--- config.mk ---
export PLATFORM = sky130hd
export DESIGN_NAME = pc_sequencer
export DESIGN_NICKNAME = d
export VERILOG_FILES = /design/src/rtl/pc_sequencer.sv
export SDC_FILE = /design/constraint.sdc
export NUM_CORES = 1
export LEC_CHECK = 0
export ABC_AREA = 1
export BUFFER_PORTS_ARGS = -buffer_cell sky130_fd_sc_hd__buf_2
export CAP_MARGIN = 20
export CORE_ASPECT_RATIO = 1.4
export CORE_MARGIN = 4
export CORE_UTILIZATION = 51
export CTS_CLUSTER_DIAMETER = 120
export DETAILED_ROUTE_END_ITERATION = 12
export GPL_TIMING_DRIVEN = 0
export PLACE_DENSITY = 0.84
export REMOVE_ABC_BUFFERS = 1
export SLEW_MARGIN = 40
export SYNTH_ARGS = -nofsm -noshare
export SYNTH_HDL_FRONTEND = slang
export SYNTH_SLANG_ARGS = --single-unit
--- constraint.sdc ---
create_clock -name Clk -period 3.1 [get_ports Clk]
set_clock_uncertainty 0.15 [all_clocks]
set_input_delay 0.62 -clock Clk [delete_from_list [all_inputs] [get_ports Clk]]
set_output_delay 0.62 -clock Clk [all_outputs]
set_load 0.01 [all_outputs]
--- src/rtl/pc_sequencer.sv ---
// Program-counter owner and run/halt/step sequencer for FPGA bring-up.
// Chooses the next-PC mux input, decides retirement, counts retirements and traps misaligned targets.
module pc_sequencer #(
    parameter logic [31:0] RESET_PC      = 32'h0000_0000,
    parameter bit          HALT_ON_RESET = 1'b0
) (
    input  logic        Clk,
    input  logic        Reset,
    input  logic        branch,
    input  logic        zero,
    input  logic        jump,
    input  logic        jump_reg,
    input  logic [31:0] branch_target,
    input  logic [31:0] jump_target,
    input  logic [31:0] reg_target,
    input  logic        run_req,
    input  logic        halt_req,
    input  logic        step_req,
    output logic [31:0] pc,
    output logic [31:0] pc_plus4,
    output logic [1:0]  pc_sel,
    output logic        commit,
    output logic [1:0]  state,
    output logic [31:0] instr_count,
    output logic        misalign
);

    typedef enum logic [1:0] {
        ST_RUN  = 2'b00,
        ST_HALT = 2'b01,
        ST_STEP = 2'b10,
        ST_BAD  = 2'b11
    } state_t;

    localparam state_t RESET_STATE = HALT_ON_RESET ? ST_HALT : ST_RUN;

    state_t      state_r;
    state_t      state_next_s;
    logic [31:0] pc_r;
    logic [31:0] count_r;
    logic        misalign_r;
    logic [31:0] pc_plus4_s;
    logic [31:0] next_pc_s;
    logic [1:0]  pc_sel_s;
    logic        commit_s;
    logic        trap_s;
    logic        retire_s;

    // A redirect is only illegal when a non-sequential source is chosen; pc+4 is always aligned.
    function automatic logic target_misaligned(input logic [1:0] sel, input logic [31:0] target);
        return (sel != 2'b00) && (target[1:0] != 2'b00);
    endfunction

    // Next-PC source priority and mux.
    always_comb begin
        pc_plus4_s = pc_r + 32'd4;
        pc_sel_s   = 2'b00;
        next_pc_s  = pc_plus4_s;
        if (jump_reg) begin
            pc_sel_s = 2'b11;
        end else if (jump) begin
            pc_sel_s = 2'b10;
        end else if (branch && zero) begin
            pc_sel_s = 2'b01;
        end else begin
            pc_sel_s = 2'b00;
        end
        case (pc_sel_s)
            2'b00:   next_pc_s = pc_plus4_s;
            2'b01:   next_pc_s = branch_target;
            2'b10:   next_pc_s = jump_target;
            2'b11:   next_pc_s = reg_target;
            default: next_pc_s = pc_plus4_s;
        endcase
    end

    // Retirement decision: a committing cycle either retires or traps.
    always_comb begin
        commit_s = ((state_r == ST_RUN) || (state_r == ST_STEP)) && !misalign_r;
        trap_s   = commit_s && target_misaligned(pc_sel_s, next_pc_s);
        retire_s = commit_s && !trap_s;
    end

    // Mode transitions; a trap or a latched misalign pins the core in HALT.
    always_comb begin
        state_next_s = ST_HALT;
        if (trap_s || misalign_r) begin
            state_next_s = ST_HALT;
        end else begin
            case (state_r)
                ST_RUN:  state_next_s = halt_req ? ST_HALT : ST_RUN;
                ST_HALT: begin
                    if (halt_req) begin
                        state_next_s = ST_HALT;
                    end else if (run_req) begin
                        state_next_s = ST_RUN;
                    end else if (step_req) begin
                        state_next_s = ST_STEP;
                    end else begin
                        state_next_s = ST_HALT;
                    end
                end
                ST_STEP: state_next_s = (run_req && !halt_req) ? ST_RUN : ST_HALT;
                default: state_next_s = ST_HALT;
            endcase
        end
    end

    // State, PC, retirement counter and sticky misalign flag.
    always_ff @(posedge Clk) begin
        if (Reset) begin
            state_r    <= RESET_STATE;
            pc_r       <= RESET_PC;
            count_r    <= 32'd0;
            misalign_r <= 1'b0;
        end else begin
            state_r <= state_next_s;
            if (retire_s) begin
                pc_r    <= next_pc_s;
                count_r <= count_r + 32'd1;
            end
            if (trap_s) begin
                misalign_r <= 1'b1;
            end
        end
    end

    assign pc          = pc_r;
    assign pc_plus4    = pc_plus4_s;
    assign pc_sel      = pc_sel_s;
    assign commit      = commit_s;
    assign state       = state_r;
    assign instr_count = count_r;
    assign misalign    = misalign_r;

endmodule
# After elaboration in Yosys (flattened, before gate mapping)
# Cells that the tools add are included.
dict set report classes {
  mux 11
  n_mul 0
  magnitude_cmp 0
  bitwise_logic 0
  addsub 2
  reduce_logical 16
  eq_ne 5
  n_div 0
  n_shift 0
}
# cell n
set ops {}
lappend ops {{$pmux W32 S4} 1}
lappend ops {{$add A32 B1 Y32 const B} 1}
lappend ops {{$add A32 B3 Y32 const B} 1}
lappend ops {{$mux W2} 5}
lappend ops {{$eq A2 B2 Y1 const B} 3}
lappend ops {{$logic_and A1 B1 Y1} 6}
lappend ops {{$pmux W2 S3} 1}
lappend ops {{$eq A2 B1 Y1 const B} 2}
lappend ops {{$logic_not A2 Y1} 2}
lappend ops {{$mux W1} 4}
lappend ops {{$reduce_bool A2 Y1} 2}
lappend ops {{$logic_not A1 Y1} 3}
lappend ops {{$logic_or A1 B1 Y1} 2}
lappend ops {{$reduce_or A2 Y1} 1}
dict set report totals {
  romBits 0
  elab_cells 39
  n_memories 0
  ff_bits 67
  mem_bits_rw 0
  latchBits 0
  input_bits 105
  out_inout_bits 102
}

# Logic depth before layout (Yosys ltp)
dict set report logic_depth {
  word_depth 11
  mapped_depth 14
  mapped_depth_nobuf 11
}

# Worst setup path before layout
# No wires, ideal clock.
dict set report synth_timing {
  kind {register -> output}
  from {register pc_r[2], in the netlist pc[2]}
  to {output pc_plus4[12]}
  slack_ps 830
  required_time_ps 2330
  arrival_ps 1500
  path_buffers 0
  path_stages_with_launch 8
  cell_sequence {dfxtp_1 -> ha_1 -> nand2_1 -> nor2_1 -> nand2_1 -> nor2_1 -> nand2_1 -> and2_1}
}
dict set report synth_via {
  elab_chain_cells 1
}
# item line
set synth_rtl {}
lappend synth_rtl {{from (decl)} 39} ;# logic [31:0] pc_r;
lappend synth_rtl {{from (signal assigned)} 119} ;# pc_r <= next_pc_s;
lappend synth_rtl {{$add A32 B3 Y32} 56} ;# pc_plus4_s = pc_r + 32'd4;
lappend synth_rtl {{to (decl)} 20} ;# output logic [31:0] pc_plus4,
# Every way passes these cells.

# Worst setup path after layout
dict set report layout_timing {
  from {register pc_r[2], in the netlist pc[2]}
  to {output pc_plus4[10]}
}
# Same word-level chain as after synthesis.

==> reports/qor.yml <==
outcome:
  outcome: "finished clean"
sta:
  maxSlewViolCount: 0
  hold_violations: 0
  rsz0062_at_grt: "no"
  min_period_ns: 2.94
  setup_tns_ns: 0
  setup-violations-final: 0
  worst_pin_slew_ns: 0.767
  fin_crit_sh_pct: 95.0
  layout_setup_ws_ns: 0.155
  maxSlewHeadroom_pct: 48.8
  fmax_mhz: 340
placed_design:
  portBuffers: 206
  place_area_um2: 6180
  dp_hpwl_mm: 13.6
  pre_cts_slack_ns: -0.191
  place_congestion: 0.996
floorplan:
  io_pins: 207
  initial_core_util_pct: 53.1
  core_um2: 9620
  rows: 42
  die_area_um2: 11700
  die_h_um: 126
  die_w_um: 92.5
critical_path:
  cp_max_fo: 8
  arrival_ns: 2.17
  endpoint_kind: "output pin"
  startpoint: "pc[2]"
  max_stage_delay_ns: 0.42
  path_class: "reg -> out"
  crit_chain: "ha_1 > nand3_1 > nor2_1 > nand2_1 > o21ai_0 > inv_1 > buf_2"
  critPathLaunchType: "flip-flop"
  timing.rr.start: "pc[2]"
  crit_path_top_delay_cell: "dfxtp_2"
  cp.required_ns: 2.33
synthesis:
  syn_inst: 924
  syn-cell-area_um2: 5100
  avgSynthCellArea_um2: 5.52
  netlist_top_cells_area: "nand2_1 29%, dfxtp_1 26%, nor2_1 11%"
  yosys.area.top_type_share_pct: 29.1
  netlist.top_cell.by_area: "nand2_1"
  synth_cell_type_count: 30
  ys_warn_count: 0
  ys_ff_latch: 67
  seq_area_frac_synth_pct: 26.3
route:
  vias: 6482
  dr.first_iter.drc_count: 291
  drt_pass1_iterations: 5
  drtAntennaViolNets: 0
  avgRoutedWirePerCell_um: 14.3
  routed_wl_mm: 17.8
  drc: 0
  routed_via_density: 5.21
global_route:
  grt.total_usage_pct: 29.9
  busiest_layer: "met2"
  met1_usage_pct: 31.9
  grt_util_met3_pct: 6.52
  grt-ovfl-total: 0
  grt_pass1_wl_mm: 28.3
  grt_max_degree: 66
  antenna_found_initial: 0
  grt_pass1_vias: 6064
  met2_usage_pct: 54.9
clocking:
  root_buffer: "clkbuf_16"
  cts-hold-fix-buffers: 0
  ctsHtreeMaxLevel: 3
  numCtsBuffers: 9
  cts_tree: "yes"
  clk_path_buf_depth: 2
  cts_num_sinks: 67
  post-cts-setup-buffer-count: 0
  clk_latency_ns: 0.34
  path_clk_slew_ns: 0.05
finish:
  num-nets-final: 1214
  diodes: 0
  final_area_um2: 6480
  multiInputGateArea_um2: 3340
  drive_gt1_share_pct: 21.8
  fillers: 998
  synthToLayoutAreaGrowth_pct: 27.0
  final_core_util_pct: 67.4
  ff_latch_area_um2: 1340
power_and_ir_drop:
  p_total_uw: 2590
  p_per_area_nw_per_um2: 400
  power.leakage_uw: 0.00316
  ir_drop_v: 0.000313
hold_path:
  hp-class: "reg -> reg"
  hp-start: "pc[0]"
flow_run:
  drv_cap: 0
## power by group
group          leakage (uW)  switching (uW)  internal (uW)
Sequential         0.000545            69.2            911
Combinational       0.00247             358            228
Clock              0.000145             386            640
## synth_stat cells, drive strengths merged
library cell and instances:
dfxtp 67, nand4 10, nor3 2, ha 2
nand2 401, nor2 157, clkbuf 20, o2111ai 1
o21ai 23, or2 1, nand3b 12, a21oi 60
a22o 8, xnor2 4, a211oi 1, and2 4
a31oi 1, buf 18, o21bai 1, xor2 14
inv 62, nand3 55
## worst max-delay path: cells and delay by family, from the launching register on
family	cells	cell delay, ns
and+or+nand+nor	3	0.69
DFF	1	0.42
adders and majority gates	1	0.30
AOI/OAI and AO/OA	1	0.23
buffers and inverters	2	0.20
## cells by family after synthesis
group / share of synthesized area [%]
buffers and inverters: 8.70
AOI/OAI and AO/OA: 10.3
adders and majority gates: 0.490
DFF: 26.3
and+or+nand+nor: 51.1
xor gates and xnor gates: 3.09
## flip-flops by register name (all words and copies together) (netlist names)
| register | flops |
|---|---|
| state | 2 |
| pc | 32 |
| instr_count | 32 |
| misalign | 1 |
## layout by cell type (no fill, tap or decap), types with 2 or more instances in the layout
master,Yosys,final
nand2_1,396,396
buf_2,7,206
nor2_1,154,150
dfxtp_1,67,66
inv_1,62,60
a21oi_1,59,59
nand3_1,55,55
o21ai_0,20,20
xor2_1,14,14
nand3b_1,12,12
nand4_1,10,10
clkbuf_16,0,9
a22o_1,8,8
nor2_4,2,4
and2_1,4,4
xnor2_1,4,4
nand2_4,3,4
nor2_2,1,3
o21ai_1,3,3
clkinv_2,0,3
buf_8,0,3
inv_2,0,2
nor3_1,2,2
ha_1,2,2
## cell type report
cell class,count,share of cell area (%)
timing repair buffer,210,17.0
clock inverter,5,0.811
sequential,67,20.7
inverter,62,3.59
clock buffer,11,3.74
tap,132,2.55
multi-input combinational,757,51.6
## routing by layer
layer / up-vias / routed length, um
met3: 54 / 1290
met1: 2898 / 6640
li1: 3275 / -
met2: 255 / 9180
met5: - / 0
met4: 0 / 686
## per-stage QoR
step	std cells	hold WS [ns]
after detailed placement	1228	0.334
after floorplan	886	0.353
after global routing	1244	0.380
final	1244	0.342
after global placement	1224	0.320
after CTS	1244	0.343
## what timing repair did
action | in CTS | in global routing
setup endpoints to repair | 1 | 1
gates resized for setup | 1 | 1
gates cloned | 0 | 0
## final timing paths
path                                     end  cells after the start  slack, ns
worst max-delay path            pc_plus4[10]                      7       0.16
worst min-delay path                   pc[0]                      2       0.34
worst max register to register        pc[10]                      8       0.91
worst min register to register         pc[0]                      2       0.34
(Power assumes the default switching activity.)
